===== src/rtl/main_fsm_if.sv =====
// main_fsm_if: control/status bundle between the main FSM and the multicycle datapath
// Ports (master = FSM side):
//   in  op[6:0], zero, mem_ready              - opcode, ALU zero flag, memory completion
//   out PCWrite, AdrSrc, MemWrite, IRWrite    - PC/IR enables, address select, memory write
//   out ResultSrc, ALUSrcA, ALUSrcB, ALUOp    - datapath selects and ALU controller code
//   out RegWrite, instr_done, illegal_op      - register write, end-of-instruction and bad-opcode pulses
//   out state[3:0]                            - current FSM state for debug
interface main_fsm_if;
    logic [6:0] op;
    logic       zero;
    logic       mem_ready;
    logic       PCWrite;
    logic       AdrSrc;
    logic       MemWrite;
    logic       IRWrite;
    logic [1:0] ResultSrc;
    logic [1:0] ALUSrcA;
    logic [1:0] ALUSrcB;
    logic       RegWrite;
    logic [1:0] ALUOp;
    logic       instr_done;
    logic       illegal_op;
    logic [3:0] state;
    modport master (
        input  op, zero, mem_ready,
        output PCWrite, AdrSrc, MemWrite, IRWrite, ResultSrc, ALUSrcA, ALUSrcB,
               RegWrite, ALUOp, instr_done, illegal_op, state
    );
    modport slave (
        output op, zero, mem_ready,
        input  PCWrite, AdrSrc, MemWrite, IRWrite, ResultSrc, ALUSrcA, ALUSrcB,
               RegWrite, ALUOp, instr_done, illegal_op, state
    );
endinterface


===== src/rtl/main_fsm.sv =====
// main_fsm: multicycle RV32I control FSM (fetch/decode/execute/memory/writeback)
// Ports:
//   clk   - rising-edge clock
//   rst_n - synchronous active-low reset, forces FETCH and masks all write enables
//   b     - main_fsm_if.master: opcode/zero/mem_ready in, datapath controls out
module main_fsm (
    input logic        clk,
    input logic        rst_n,
    main_fsm_if.master b
);
    typedef enum logic [3:0] {
        FETCH, DECODE, MEMADR, MEMREAD, MEMWB, MEMWRITE, EXECR, EXECI, ALUWB, BEQ, JAL
    } state_t;
    localparam logic [6:0] OP_LW  = 7'b0000011;
    localparam logic [6:0] OP_SW  = 7'b0100011;
    localparam logic [6:0] OP_R   = 7'b0110011;
    localparam logic [6:0] OP_I   = 7'b0010011;
    localparam logic [6:0] OP_BEQ = 7'b1100011;
    localparam logic [6:0] OP_JAL = 7'b1101111;
    state_t cur, nxt;
    logic   pc_update, branch, legal;
    always_ff @(posedge clk)
        cur <= !rst_n ? FETCH : nxt;
    always_comb begin
        case (cur)
            FETCH:    nxt = b.mem_ready ? DECODE : FETCH;
            DECODE:   nxt = (b.op == OP_LW || b.op == OP_SW) ? MEMADR :
                            b.op == OP_R   ? EXECR :
                            b.op == OP_I   ? EXECI :
                            b.op == OP_BEQ ? BEQ :
                            b.op == OP_JAL ? JAL : FETCH;
            MEMADR:   nxt = b.op == OP_LW ? MEMREAD : MEMWRITE;
            MEMREAD:  nxt = b.mem_ready ? MEMWB : MEMREAD;
            MEMWRITE: nxt = b.mem_ready ? FETCH : MEMWRITE;
            EXECR:    nxt = ALUWB;
            EXECI:    nxt = ALUWB;
            JAL:      nxt = ALUWB;
            default:  nxt = FETCH;
        endcase
    end
    // Write enables are masked by rst_n so a reset mid-instruction never commits state.
    always_comb begin
        legal        = b.op inside {OP_LW, OP_SW, OP_R, OP_I, OP_BEQ, OP_JAL};
        pc_update    = (cur == FETCH && b.mem_ready) || cur == JAL;
        branch       = cur == BEQ;
        b.PCWrite    = rst_n && (pc_update || (branch && b.zero));
        b.IRWrite    = rst_n && cur == FETCH && b.mem_ready;
        b.MemWrite   = rst_n && cur == MEMWRITE;
        b.RegWrite   = rst_n && (cur == MEMWB || cur == ALUWB);
        b.AdrSrc     = cur inside {MEMREAD, MEMWRITE};
        b.ResultSrc  = cur == FETCH ? 2'b10 : cur == MEMWB ? 2'b01 : 2'b00;
        b.ALUSrcA    = cur inside {MEMADR, EXECR, EXECI, BEQ} ? 2'b10 :
                       cur inside {DECODE, JAL} ? 2'b01 : 2'b00;
        b.ALUSrcB    = cur inside {FETCH, JAL} ? 2'b10 :
                       cur inside {DECODE, MEMADR, EXECI} ? 2'b01 : 2'b00;
        b.ALUOp      = cur inside {EXECR, EXECI} ? 2'b10 : cur == BEQ ? 2'b01 : 2'b00;
        b.illegal_op = cur == DECODE && !legal;
        b.instr_done = cur inside {MEMWB, ALUWB, BEQ} || (cur == MEMWRITE && b.mem_ready) ||
                       (cur == DECODE && !legal);
        b.state      = cur;
    end
endmodule


===== src/flat_wrapper.sv =====
// flat-port wrapper written by rule: the top's interface ports become plain ports
module main_fsm_flat 
  (clk, rst_n, b_op, b_zero, b_mem_ready, b_PCWrite, b_AdrSrc, b_MemWrite, b_IRWrite, b_ResultSrc, b_ALUSrcA, b_ALUSrcB, b_RegWrite, b_ALUOp, b_instr_done, b_illegal_op, b_state);
  main_fsm_if b_i ();
  input logic clk;
  input logic rst_n;
  input wire logic [$bits(b_i.op)-1:0] b_op;
  input wire logic [$bits(b_i.zero)-1:0] b_zero;
  input wire logic [$bits(b_i.mem_ready)-1:0] b_mem_ready;
  output wire logic [$bits(b_i.PCWrite)-1:0] b_PCWrite;
  output wire logic [$bits(b_i.AdrSrc)-1:0] b_AdrSrc;
  output wire logic [$bits(b_i.MemWrite)-1:0] b_MemWrite;
  output wire logic [$bits(b_i.IRWrite)-1:0] b_IRWrite;
  output wire logic [$bits(b_i.ResultSrc)-1:0] b_ResultSrc;
  output wire logic [$bits(b_i.ALUSrcA)-1:0] b_ALUSrcA;
  output wire logic [$bits(b_i.ALUSrcB)-1:0] b_ALUSrcB;
  output wire logic [$bits(b_i.RegWrite)-1:0] b_RegWrite;
  output wire logic [$bits(b_i.ALUOp)-1:0] b_ALUOp;
  output wire logic [$bits(b_i.instr_done)-1:0] b_instr_done;
  output wire logic [$bits(b_i.illegal_op)-1:0] b_illegal_op;
  output wire logic [$bits(b_i.state)-1:0] b_state;
  assign b_i.op = b_op;
  assign b_i.zero = b_zero;
  assign b_i.mem_ready = b_mem_ready;
  assign b_PCWrite = b_i.PCWrite;
  assign b_AdrSrc = b_i.AdrSrc;
  assign b_MemWrite = b_i.MemWrite;
  assign b_IRWrite = b_i.IRWrite;
  assign b_ResultSrc = b_i.ResultSrc;
  assign b_ALUSrcA = b_i.ALUSrcA;
  assign b_ALUSrcB = b_i.ALUSrcB;
  assign b_RegWrite = b_i.RegWrite;
  assign b_ALUOp = b_i.ALUOp;
  assign b_instr_done = b_i.instr_done;
  assign b_illegal_op = b_i.illegal_op;
  assign b_state = b_i.state;
  main_fsm u_core (.clk(clk), .rst_n(rst_n), .b(b_i));
endmodule

===== config.mk =====
export PLATFORM = sky130hd
export DESIGN_NAME = main_fsm_flat
export DESIGN_NICKNAME = d
export VERILOG_FILES = /design/src/rtl/main_fsm_if.sv /design/src/rtl/main_fsm.sv /design/src/flat_wrapper.sv
export SDC_FILE = /design/constraint.sdc
export NUM_CORES = 1
export LEC_CHECK = 0
export CORE_MARGIN = 2
export CORE_UTILIZATION = 40
export DETAILED_ROUTE_END_ITERATION = 8
export GPL_ROUTABILITY_DRIVEN = 0
export PLACE_DENSITY = 0.87
export SLEW_MARGIN = 20
export SYNTH_ARGS = -nofsm -noshare
export SYNTH_HDL_FRONTEND = slang
export SYNTH_SLANG_ARGS = --single-unit

===== constraint.sdc =====
create_clock -name clk -period 1.7 [get_ports clk]
set_input_delay 0.255 -clock clk [delete_from_list [all_inputs] [get_ports clk]]
set_output_delay 0.255 -clock clk [all_outputs]
set_load 0.02 [all_outputs]

Word level (Yosys, flattened, before mapping)
Cells that the tools add are included.
- muxes and demuxes: 18
- reduce and logical (&&, ||, !) cells: 26
- equality and inequality tests: 16
- operators by type and width (cell ; number):
    case mux 4 bit (6 select lines) ; 1
    2-to-1 mux 4 bit ; 5
    == test 4 x 3 -> 1 bit, second input constant ; 4
    == test 7 x 6 -> 1 bit, second input constant ; 2
    == test 7 bit, second input constant ; 2
    == test 4 bit, second input constant ; 3
    logical AND 1 bit ; 9
    2-to-1 mux 3 bit ; 3
    == test 4 x 2 -> 1 bit, second input constant ; 2
    2-to-1 mux 2 bit ; 4
    nonzero test 2 bit ; 4
    == test 7 x 2 -> 1 bit, second input constant ; 1
    == test 7 x 5 -> 1 bit, second input constant ; 1
    logical OR 1 bit ; 6
    nonzero test 3 bit ; 2
    nonzero test 6 bit ; 1
    2-to-1 mux 1 bit ; 5
    == test 4 x 1 -> 1 bit, second input constant ; 1
    zero test 4 bit ; 1
    nonzero test 4 bit ; 1
    OR reduction 3 bit ; 1
    zero test 1 bit ; 1
- register bits: 4
- input bits: 11
- logic and storage cells: 61

Longest topological paths before layout
Gate-level depths: netlist of run 1.
- word-level depth: 7
- depth in mapped cells: 6
- mapped depth without buffers: 4

Worst setup path before layout of run 1
OpenSTA, ideal clock, no wires.
- kind: register to output
- start: register u_core.cur[3], in the netlist u_core.b.state[3]
- end: output b_instr_done
- required time: 1.445 ns
- setup slack: -0.059 ns
- stages on the path, launching flop included: 5
- arrival time: 1.504 ns
- cells stage by stage: dfxtp_1 buf_6 or4b_1 buf_2 o22ai_1
- longest elaborated chain between the ends: 4
- elaborated cells between the ends (all ways): 10
- ends and longest elaborated chain (what ; line ; text):
    start, declared ; main_fsm.sv:20 ; state_t cur, nxt;
    start signal, assigned ; main_fsm.sv:23 ; cur <= !rst_n ? FETCH : nxt;
    == test 4 x 3 -> 1 bit / == test 4 bit (equally long branches) ; main_fsm.sv:58 ; b.instr_done = cur inside {MEMWB, ALUWB, BEQ} || (cur == MEMWRITE && b.mem_ready) ||
    nonzero test 3 bit / logical AND 1 bit (equally long branches) ; main_fsm.sv:58 ;
    logical OR 1 bit ; main_fsm.sv:58 ;
    logical OR 1 bit * ; main_fsm.sv:58 ;
    end, declared ; flat_wrapper.sv:19 ; output wire logic [$bits(b_i.instr_done)-1:0] b_instr_done;
Mark *: on every way between the ends. The rest lies on a longest branch, timed or not.

Worst setup path in the final report of run 1
- start: register u_core.cur[3], in the netlist u_core.b.state[3]
- end: output b_ResultSrc[0]
- longest elaborated chain between the ends: 3
- elaborated cells between the ends (all ways): 4
- ends and longest elaborated chain (what ; line ; text):
    == test 4 x 3 -> 1 bit ; main_fsm.sv:51 ; b.ResultSrc = cur == FETCH ? 2'b10 : cur == MEMWB ? 2'b01 : 2'b00;
    2-to-1 mux 1 bit ; main_fsm.sv:51 ;
    2-to-1 mux 2 bit * ; main_fsm.sv:51 ;
    end, declared ; flat_wrapper.sv:14 ; output wire logic [$bits(b_i.ResultSrc)-1:0] b_ResultSrc;
Marked as above.

==> impl_summary.txt, run 1 <==
----------------------------------------------------
[Final layout]
  Most common cell after layout, fill and taps aside ... buf_4
  Most frequent cells in the layout ... buf_4, a21oi_1, buf_6
  Post-route cell area ... 0.001257 mm²
  Max FFs per register ... 4
  FILL cells ... ~90
  Multi-input gate area ... ~550 µm²
  Area used by sequential logic in the layout ... between 80 and 90 µm²
  NumNets Final ... around 160
  Syn-to-layout area delta ... 97.45%
  Post-layout utilization of the core ... 0.8347
  Fraction of layout instances using a drive strength above 1 ... 0.4865
  Antenna diode instance count ... 0

[Critical path]
  Critical path peak fanout ... 19
  Logic depth of the worst register-to-register path ... 7
  Worst flop-to-flop path startpoint ... u_core.b.state[2]$_SDFF_PN0_
  Setup slack of the worst register-to-register path ... ~0.020 ns
  Type of destination of the critical path ... primary output
  Endpoint required time on the critical path ... roughly 1.4 ns
  Reg2Reg Capture Point ... u_core.b.state[2]$_SDFF_PN0_
  Slowest cell on the critical path ... dlygate4sd2_1
  Critical path cell sequence ... buf_6 -> nand2b_2 -> nor3_1 -> dlygate4sd2_1
  CP peak stage delay ... about 0.37 ns
  Critical Path Source Type ... register
  Crit path arrival time ... 1.51 ns
  Worst setup path category ... register to primary output

[Min path]
  Tightest Hold Check Type ... primary input to register
  Hold Path End ... u_core.b.state[3]$_SDFF_PN0_
  Instance count along the most critical hold path ... 5
  Min-Delay Startpoint ... b_op[3]

[Timing]
  Fmax ... 566.8 MHz
  Endpoints failing setup ... 3
  Unrepaired setup endpoints after global routing ... true
  Final worst-path setup slack ... -0.06445 ns
  Worst Tran Pin Value ... approximately 0.24 ns
  Final Hold Slack ... between 0.5 and 0.6 ns
  Hold Vio Cnt, Final ... 0
  Relative slew slack ... 0.8376
  Period Utilization, post-route ... 1.038
  Final number of max-transition violations ... 0
  Clock tree skew after final layout ... between 0.006 and 0.007 ns
  Final worst path period need ... between 1.5 and 2 ns

[Logic synthesis]
  Warnings from Yosys ... 0
  Largest family of logic cells by synthesized area ... simple AND/OR/NAND/NOR gates
  Proportion of synthesized flip-flops having asynchronous set or reset ... 0
  Share of the synthesized area in compound gates (AO/OA/AOI/OAI) ... 0.2397
  Share of synthesized cell area in and, or, nand and nor gates ... 0.4578
  Synth Register Bits ... 4
  Distinct cell type count after synthesis ... 39
  Post-synthesis instance total ... 89
  Count of flip-flops with a built-in enable after synthesis ... 0
  Cell accounting for the most synthesized area ... dfxtp_1
  Post-Synthesis Net Count ... 100
  Flip-flop cell with the highest count after synthesis ... dfxtp_1
  Register area share after synthesis ... 0.1257
  Post-Synthesis Mean Instance Area ... slightly above 7 µm²
  Post-synthesis instance area ... roughly 640 µm²
  Largest cells by area after synthesis ... dfxtp_1, a21oi_1, nor3b_1
  Share of synthesized cell area in full adder, half adder and majority cells ... 0
  Synth Area in XOR/XNOR ... 0.05501
  Fraction of synthesized area in multiplexers ... 0
  Proportion of netlist area held by the largest area contributor ... 0.1257

[CTS]
  Clock latency reported for the late side of the worst-skew pair ... ~0.24 ns
  Root Buffer Master ... clkbuf_4
  Clock transition time at the flip-flop clock pins of the worst setup and hold paths ... around 0.04 ns
  Number of buffers created by CTS ... 3
  Number of sinks on the clock net ... 4
  CTS tree ... yes
  Clock tree buffer depth ... 2
  CTS HTree Levels ... 1

[GRT]
  Number of global-route vias before repair ... ~830
  Antenna violations before repair ... 0
  Maximum number of pins on one net before global-route repair ... 22
  GRT Residual Overflow ... 0
  Overall track demand over capacity in global routing ... 0.2307
  Global-route wire length before repair ... roughly 3.4 mm

[Outcome]
  Failing checks ... setup timing
  Run status ... finished with violations

[Pwr]
  Post-route total power ... between 0.0004 and 0.0005 W
  Switching Fraction ... 0.3202
  Clock share of power ... 0.302
  Sequential cell fraction of total power ... 0.238
  IR drop worst, VDD ... approximately 0.33 mV
  Int Pwr ... 0.0002796 W
  Combinational share of power ... 0.460
  Power Dens Cells ... 327.1 mW/mm²
  Net switching power ... ~0.00013 W
  Leakage power ... roughly 0.60 nW

[Die]
  Die X-Extent ... approximately 44 µm
  Starting density of the core ... 0.4228
  Cell Rows ... 14
  Count of boundary I/O pins ... 30
  Placeable core area ... 0.001506 mm²
  Vert. Die Dim ... 43.90 µm
  Die footprint ... 0.001927 mm²

[Drt]
  Average wire length per cell after detail routing ... between 15 and 20 µm
  Initial detailed-routing violation count ... 13
  Number of DRC violations after detailed routing ... 0
  Via density per instance ... around 5.7
  Overall routed net length ... between 2 and 3 mm
  TritonRoute pass-1 iters ... 4
  Count of nets left with antenna violations after detail routing ... 0
  Via total after detailed routing ... approximately 940

[Place]
  Post-DP HPWL ... between 1 and 1.5 mm
  Post-place instance area ... approximately 0.0011 mm²
  Port Buf Inserts ... 29

[Run]
  Number of maximum-capacitance constraint violations ... 0

----------------------------------------------------
through the flow:
stage / std cells / setup TNS, ns / setup slack (ns)
floorplan: 89 / -0.1046 / -0.05893
detailed placement: 150 / -3.587 / -0.5067
finish: 164 / -0.09224 / -0.06445
CTS: 160 / -0.02634 / -0.02333
global placement: 150 / -3.075 / -0.4940
global route: 164 / -0.2617 / -0.09520
worst max-delay path, delay by kind of cell (launching register included):
family	cells	cell delay, ns
simple gates	2	0.42
buf+inv	2	0.54
flops	1	0.31
logic make-up after synthesis:
kind of cell | Yosys count
buffers and inverters | 10
xor gates and xnor gates | 4
AOI/OAI and AO/OA | 25
DFF | 4
and+or+nand+nor | 46
power groups by stage:
stage | sequential (W) | combinational (W) | clock [W]
floorplan | 0.000101 | 0.0000699 | 0
finish | 0.0000978 | 0.000189 | 0.000124
detailed placement | 0.0000986 | 0.000166 | 0
global route | 0.0000981 | 0.000200 | 0.000131
CTS | 0.0000983 | 0.000174 | 0.000120
global placement | 0.0000981 | 0.000162 | 0
Yosys cell counts, drive strengths merged (2+ instances only):
cell type,instances
nor2,9
buf,4
inv,2
or4,2
nor2b,2
o21ai,5
nor3,3
nand2b,4
a31oi,2
nor3b,5
and3b,2
nand2,5
or3,2
dfxtp,4
clkbuf,4
a21oi,10
nand3,3
a211o,2
or3b,2
xnor2,3
routing by layer:
metal / share of wire / GRT usage / vias to the layer above
met1: 0.43 / 0.2607 / 455
li1: - / - / 442
met3: 0.038 / 0.04167 / 8
met2: 0.51 / 0.4147 / 36
met5: 0 / 0 / -
met4: 0.018 / 0.1030 / 0
worst max-delay path by stage:
stage / start / to / slack [ns] / cells after the start
finish: u_core.b.state[3]$_SDFF_PN0_ / b_ResultSrc[0] / -0.06 / 4
global route: u_core.b.state[3]$_SDFF_PN0_ / b_ResultSrc[0] / -0.1 / 4
CTS: u_core.b.state[3]$_SDFF_PN0_ / b_instr_done / -0.02 / 3
detailed placement: b_op[4] / b_instr_done / -0.51 / 6
global placement: b_op[4] / b_instr_done / -0.49 / 6
floorplan: u_core.b.state[3]$_SDFF_PN0_ / b_instr_done / -0.06 / 4
area by class of cell:
type,count,area share
inverters,2,0.005970
flip-flops and latches,4,0.06866
repair buffers,64,0.4547
multi-input cells,75,0.4368
clock buffers,3,0.01791
well taps,16,0.01592
timing repair:
action                     in CTS  in global routing
pin swaps                       2                  6
cloned                          1                  1
buffers inserted                6                  3
gates resized for setup        58                 32
hold buffers                    0                  0
setup endpoints to repair      15                 19
Power figures use the tool's default switching activity.
==> run 2, diff against run 1 <==
--- a/config.mk
+++ b/config.mk
@@ -5,11 +5,12 @@
 export SDC_FILE = /design/constraint.sdc
 export NUM_CORES = 1
 export LEC_CHECK = 0
+export ABC_AREA = 1
 export CORE_MARGIN = 2
-export CORE_UTILIZATION = 40
+export CORE_UTILIZATION = 36
 export DETAILED_ROUTE_END_ITERATION = 8
 export GPL_ROUTABILITY_DRIVEN = 0
-export PLACE_DENSITY = 0.87
+export PLACE_DENSITY = 0.78
 export SLEW_MARGIN = 20
 export SYNTH_ARGS = -nofsm -noshare
 export SYNTH_HDL_FRONTEND = slang
==> impl_summary.txt, run 2 <==
----------------------------------------------------
[Drt]
  Count of nets left with antenna violations after detail routing ... 0 (unchanged)
  Via density per instance ... 4.840 (was 5.738)
  Overall routed net length ... 1.600 mm (was 2.587 mm)
  TritonRoute pass-1 iters ... 4 (unchanged)
  Via total after detailed routing ... 789 (was 941)
  Number of DRC violations after detailed routing ... 0 (unchanged)
  Average wire length per cell after detail routing ... 9.816 µm (was 15.77 µm)
  Initial detailed-routing violation count ... 19 (was 13)

[CTS]
  Number of sinks on the clock net ... 4 (unchanged)
  Clock transition time at the flip-flop clock pins of the worst setup and hold paths ... 0.03 ns (was 0.04 ns)
  Quantity of hold-fixing buffers added after cts ... 0 (unchanged)
  Clock tree buffer depth ... 2 (unchanged)
  Number of buffers created by CTS ... 3 (unchanged)
  Clock latency reported for the late side of the worst-skew pair ... 0.23 ns (was 0.24 ns)
  Root Buffer Master ... clkbuf_4 (unchanged)
  CTS tree ... yes (unchanged)
  CTS HTree Levels ... 1 (unchanged)

[Final layout]
  Area used by sequential logic in the layout ... 83.83 µm² (was 86.33 µm²)
  FILL cells ... 125 (was 88)
  Multi-input gate area ... 341.6 µm² (was 549.3 µm²)
  Max FFs per register ... 4 (unchanged)
  Non-filler cells in the finished layout ... 163 (was 164)
  Syn-to-layout area delta ... 86.65% (was 97.45%)
  Fraction of layout instances using a drive strength above 1 ... 0.2770 (was 0.4865)
  Most frequent cells in the layout ... nand2_1, inv_1, nor2_1 (was buf_4, a21oi_1, buf_6)
  Most common cell after layout, fill and taps aside ... nand2_1 (was buf_4)
  NumNets Final ... 161 (unchanged)
  Antenna diode instance count ... 0 (unchanged)

[Critical path]
  CP peak stage delay ... 0.34 ns (was 0.37 ns)
  Critical Path Source Type ... register (unchanged)
  Setup slack of the worst register-to-register path ... 0.47 ns (was 0.02 ns)
  Reg2Reg Capture Point ... u_core.b.state[3]$_SDFF_PN0_ (was u_core.b.state[2]$_SDFF_PN0_)
  Buf/Inv on CP ... 2 (unchanged)
  Crit path arrival time ... 1.46 ns (was 1.51 ns)
  Critical path cell sequence ... inv_1 -> nand2_2 -> nor2_1 -> or3_1 -> clkdlybuf4s15_2 (was buf_6 -> nand2b_2 -> nor3_1 -> dlygate4sd2_1)
  Type of destination of the critical path ... primary output (unchanged)
  Worst flop-to-flop path startpoint ... u_core.b.state[2]$_SDFF_PN0_ (unchanged)
  Critical path peak fanout ... 4 (was 19)
  Slowest cell on the critical path ... dfxtp_1 (was dlygate4sd2_1)
  Endpoint required time on the critical path ... 1.44 ns (about the same)
  Critical path's top delay family ... simple AND/OR/NAND/NOR gates (was buffers and inverters)
  Logic depth of the worst register-to-register path ... 7 (unchanged)
  Worst setup path category ... register to primary output (unchanged)

[Logic synthesis]
  Proportion of netlist area held by the largest area contributor ... 0.2040 (was 0.1257)
  Largest cells by area after synthesis ... nand2_1, dfxtp_1, nor2_1 (was dfxtp_1, a21oi_1, nor3b_1)
  Distinct cell type count after synthesis ... 17 (was 39)
  Warnings from Yosys ... 0 (unchanged)
  Post-synthesis instance area ... 496.7 µm² (was 636.9 µm²)
  Top cells by instance count after synthesis ... nand2_1, nor2_1, inv_1 (was a21oi_1, nor2_1, nand2_1, nor3b_1, o21ai_0)
  Proportion of synthesized flip-flops having asynchronous set or reset ... 0 (unchanged)
  Register area share after synthesis ... 0.1612 (was 0.1257)
  Post-synthesis instance total ... 100 (was 89)
  Most instantiated library cell after synthesis ... nand2_1 (was a21oi_1)
  Synth Register Bits ... 4 (unchanged)
  Count of flip-flops with a built-in enable after synthesis ... 0 (unchanged)
  Flip-flop cell with the highest count after synthesis ... dfxtp_1 (unchanged)
  Post-Synthesis Mean Instance Area ... 4.967 µm² (was 7.156 µm²)
  Cell accounting for the most synthesized area ... nand2_1 (was dfxtp_1)
  Post-Synthesis Net Count ... 111 (was 100)

[Min path]
  Min-Delay Startpoint ... rst_n (was b_op[3])
  Instance count along the most critical hold path ... 3 (was 5)
  Hold Path End ... u_core.b.state[2]$_SDFF_PN0_ (was u_core.b.state[3]$_SDFF_PN0_)
  Tightest Hold Check Type ... primary input to register (unchanged)

[Timing]
  Worst Tran Pin Value ... 0.2299 ns (was 0.2416 ns)
  Hold Vio Cnt, Final ... 0 (unchanged)
  Clock tree skew after final layout ... 0.002589 ns (was 0.006217 ns)
  Setup Total Neg Slack ... -0.01071 ns (was -0.09224 ns)
  Final worst-path setup slack ... -0.01071 ns (was -0.06445 ns)
  Fmax ... 584.6 MHz (was 566.8 MHz)
  Endpoints failing setup ... 1 (was 3)
  Final Hold Slack ... 0.5819 ns (was 0.5391 ns)
  Final number of max-transition violations ... 0 (unchanged)
  Unrepaired setup endpoints after global routing ... true (unchanged)
  Period Utilization, post-route ... 1.006 (was 1.038)
  Relative slew slack ... 0.8461 (was 0.8376)
  Final worst path period need ... 1.711 ns (was 1.764 ns)

[Die]
  Vert. Die Dim ... 41.15 µm (was 43.90 µm)
  Cell Rows ... 13 (was 14)
  Die X-Extent ... 41.15 µm (was 43.90 µm)
  Starting density of the core ... 0.3817 (was 0.4228)
  Die footprint ... 0.001693 mm² (was 0.001927 mm²)
  Placeable core area ... 0.001301 mm² (was 0.001506 mm²)
  Count of boundary I/O pins ... 30 (unchanged)

[GRT]
  Maximum number of pins on one net before global-route repair ... 8 (was 22)
  GRT Residual Overflow ... 0 (unchanged)
  Number of global-route vias before repair ... 642 (was 834)
  Overall track demand over capacity in global routing ... 0.2007 (was 0.2307)
  Antenna violations before repair ... 0 (unchanged)
  Global-route wire length before repair ... 2.332 mm (was 3.422 mm)

[Run]
  Number of maximum-capacitance constraint violations ... 0 (unchanged)

[Pwr]
  Power Dens Cells ... 363.8 mW/mm² (was 327.1 mW/mm²)
  IR drop worst, VDD ... 0.2677 mV (was 0.3302 mV)
  Leakage power ... 0.5313 nW (was 0.5984 nW)

[Outcome]
  Failing checks ... setup timing (unchanged)
  Run status ... finished with violations (unchanged)

[Place]
  Minimum setup slack after placement ... -0.3157 ns (was -0.5067 ns)
  Placed cell count ... 159 (was 150)
  Post-DP HPWL ... 1.326 mm (was 1.423 mm)
  Port Buf Inserts ... 29 (unchanged)

----------------------------------------------------
[run 2: cell count changes after synthesis, moves of 5 or more]
cell / before / now
inv_1: 2 / 19
a21oi_1: 10 / 5
nand3_1: 3 / 10
nor3b_1: 5 / 0
nor2_1: 9 / 20
nand2_1: 5 / 27
[run 2: logic make-up (layout without fill, tap and decap cells)]
| family | after synthesis | after routing | share of synthesized area |
|---|---|---|---|
| AOI/OAI and AO/OA | 9 | 9 | 0.09824 |
| DFF | 4 | 4 | 0.1612 |
| and+or+nand+nor | 65 | 65 | 0.5743 |
| buffers and inverters | 22 | 70 | 0.1662 |
[run 2: worst max-delay path by stage]
stage / endpoint / slack (ns) / startpoint / cells after the start
2_1_floorplan: b_PCWrite / 0.08 / u_core.b.state[3]$_SDFF_PN0_ / 4
3_3_place_gp: b_instr_done / -0.28 / b_op[2] / 8
3_5_place_dp: b_instr_done / -0.32 / b_op[2] / 8
4_1_cts: b_ALUSrcA[1] / -0.04 / u_core.b.state[2]$_SDFF_PN0_ / 5
5_1_grt: b_ALUSrcA[1] / -0.1 / u_core.b.state[2]$_SDFF_PN0_ / 5
6_report: b_ALUSrcA[1] / -0.01 / u_core.b.state[2]$_SDFF_PN0_ / 5
[run 2: report_power, final]
part	switching, W	internal [W]
registers	0.00000300	0.0000965
logic	0.0000622	0.0000590
clock network	0.0000377	0.0000789
total	0.000103	0.000234
[run 2: metal layers]
layer	vias to the layer above	GRT usage	wire length (µm)
met5	-	0	0
met3	6	0.02174	76
li1	402	-	-
met2	29	0.3828	848
met1	352	0.2166	637
met4	0	0.08871	38
[run 2: per-stage QoR]
stage	instance area, µm²	utilization	power, W
global placement	918.4	0.7058	0.0002277
detailed placement	918.4	0.7058	0.0002300
floorplan	496.7	-	0.0001554
global route	927.1	0.7125	0.0003581
finish	927.1	0.7125	0.0003373
CTS	932.1	0.7163	0.0003408
[run 2: cell type report]
| class | instances | area share |
|---|---|---|
| clock buffers | 3 | 0.02429 |
| inverters | 22 | 0.08907 |
| multi-input cells | 74 | 0.3684 |
| flip-flops and latches | 4 | 0.09042 |
| well taps | 15 | 0.02024 |
| repair buffers | 45 | 0.4076 |
[run 2: repair_timing]
item | CTS | global route
gates resized for setup | 29 | 19
endpoints found under the hold margin | 0 | 0
setup buffers | 0 | 1
setup endpoints to repair | 15 | 11
pin swaps | 0 | 2
[run 2: worst min-delay path: stages]
cell and delay [ns]:
clkdlybuf4s50_1 0.41, nand2_1 0.07, inv_1 0.03
==> run 3, diff against run 2 <==
--- a/config.mk
+++ b/config.mk
@@ -8,6 +8,7 @@
 export ABC_AREA = 1
 export CORE_MARGIN = 2
 export CORE_UTILIZATION = 36
+export CTS_CLUSTER_SIZE = 20
 export DETAILED_ROUTE_END_ITERATION = 8
 export GPL_ROUTABILITY_DRIVEN = 0
 export PLACE_DENSITY = 0.78
==> results of run 3 <==
No change in the layout: final DEF, timing and power equal those of run 2.
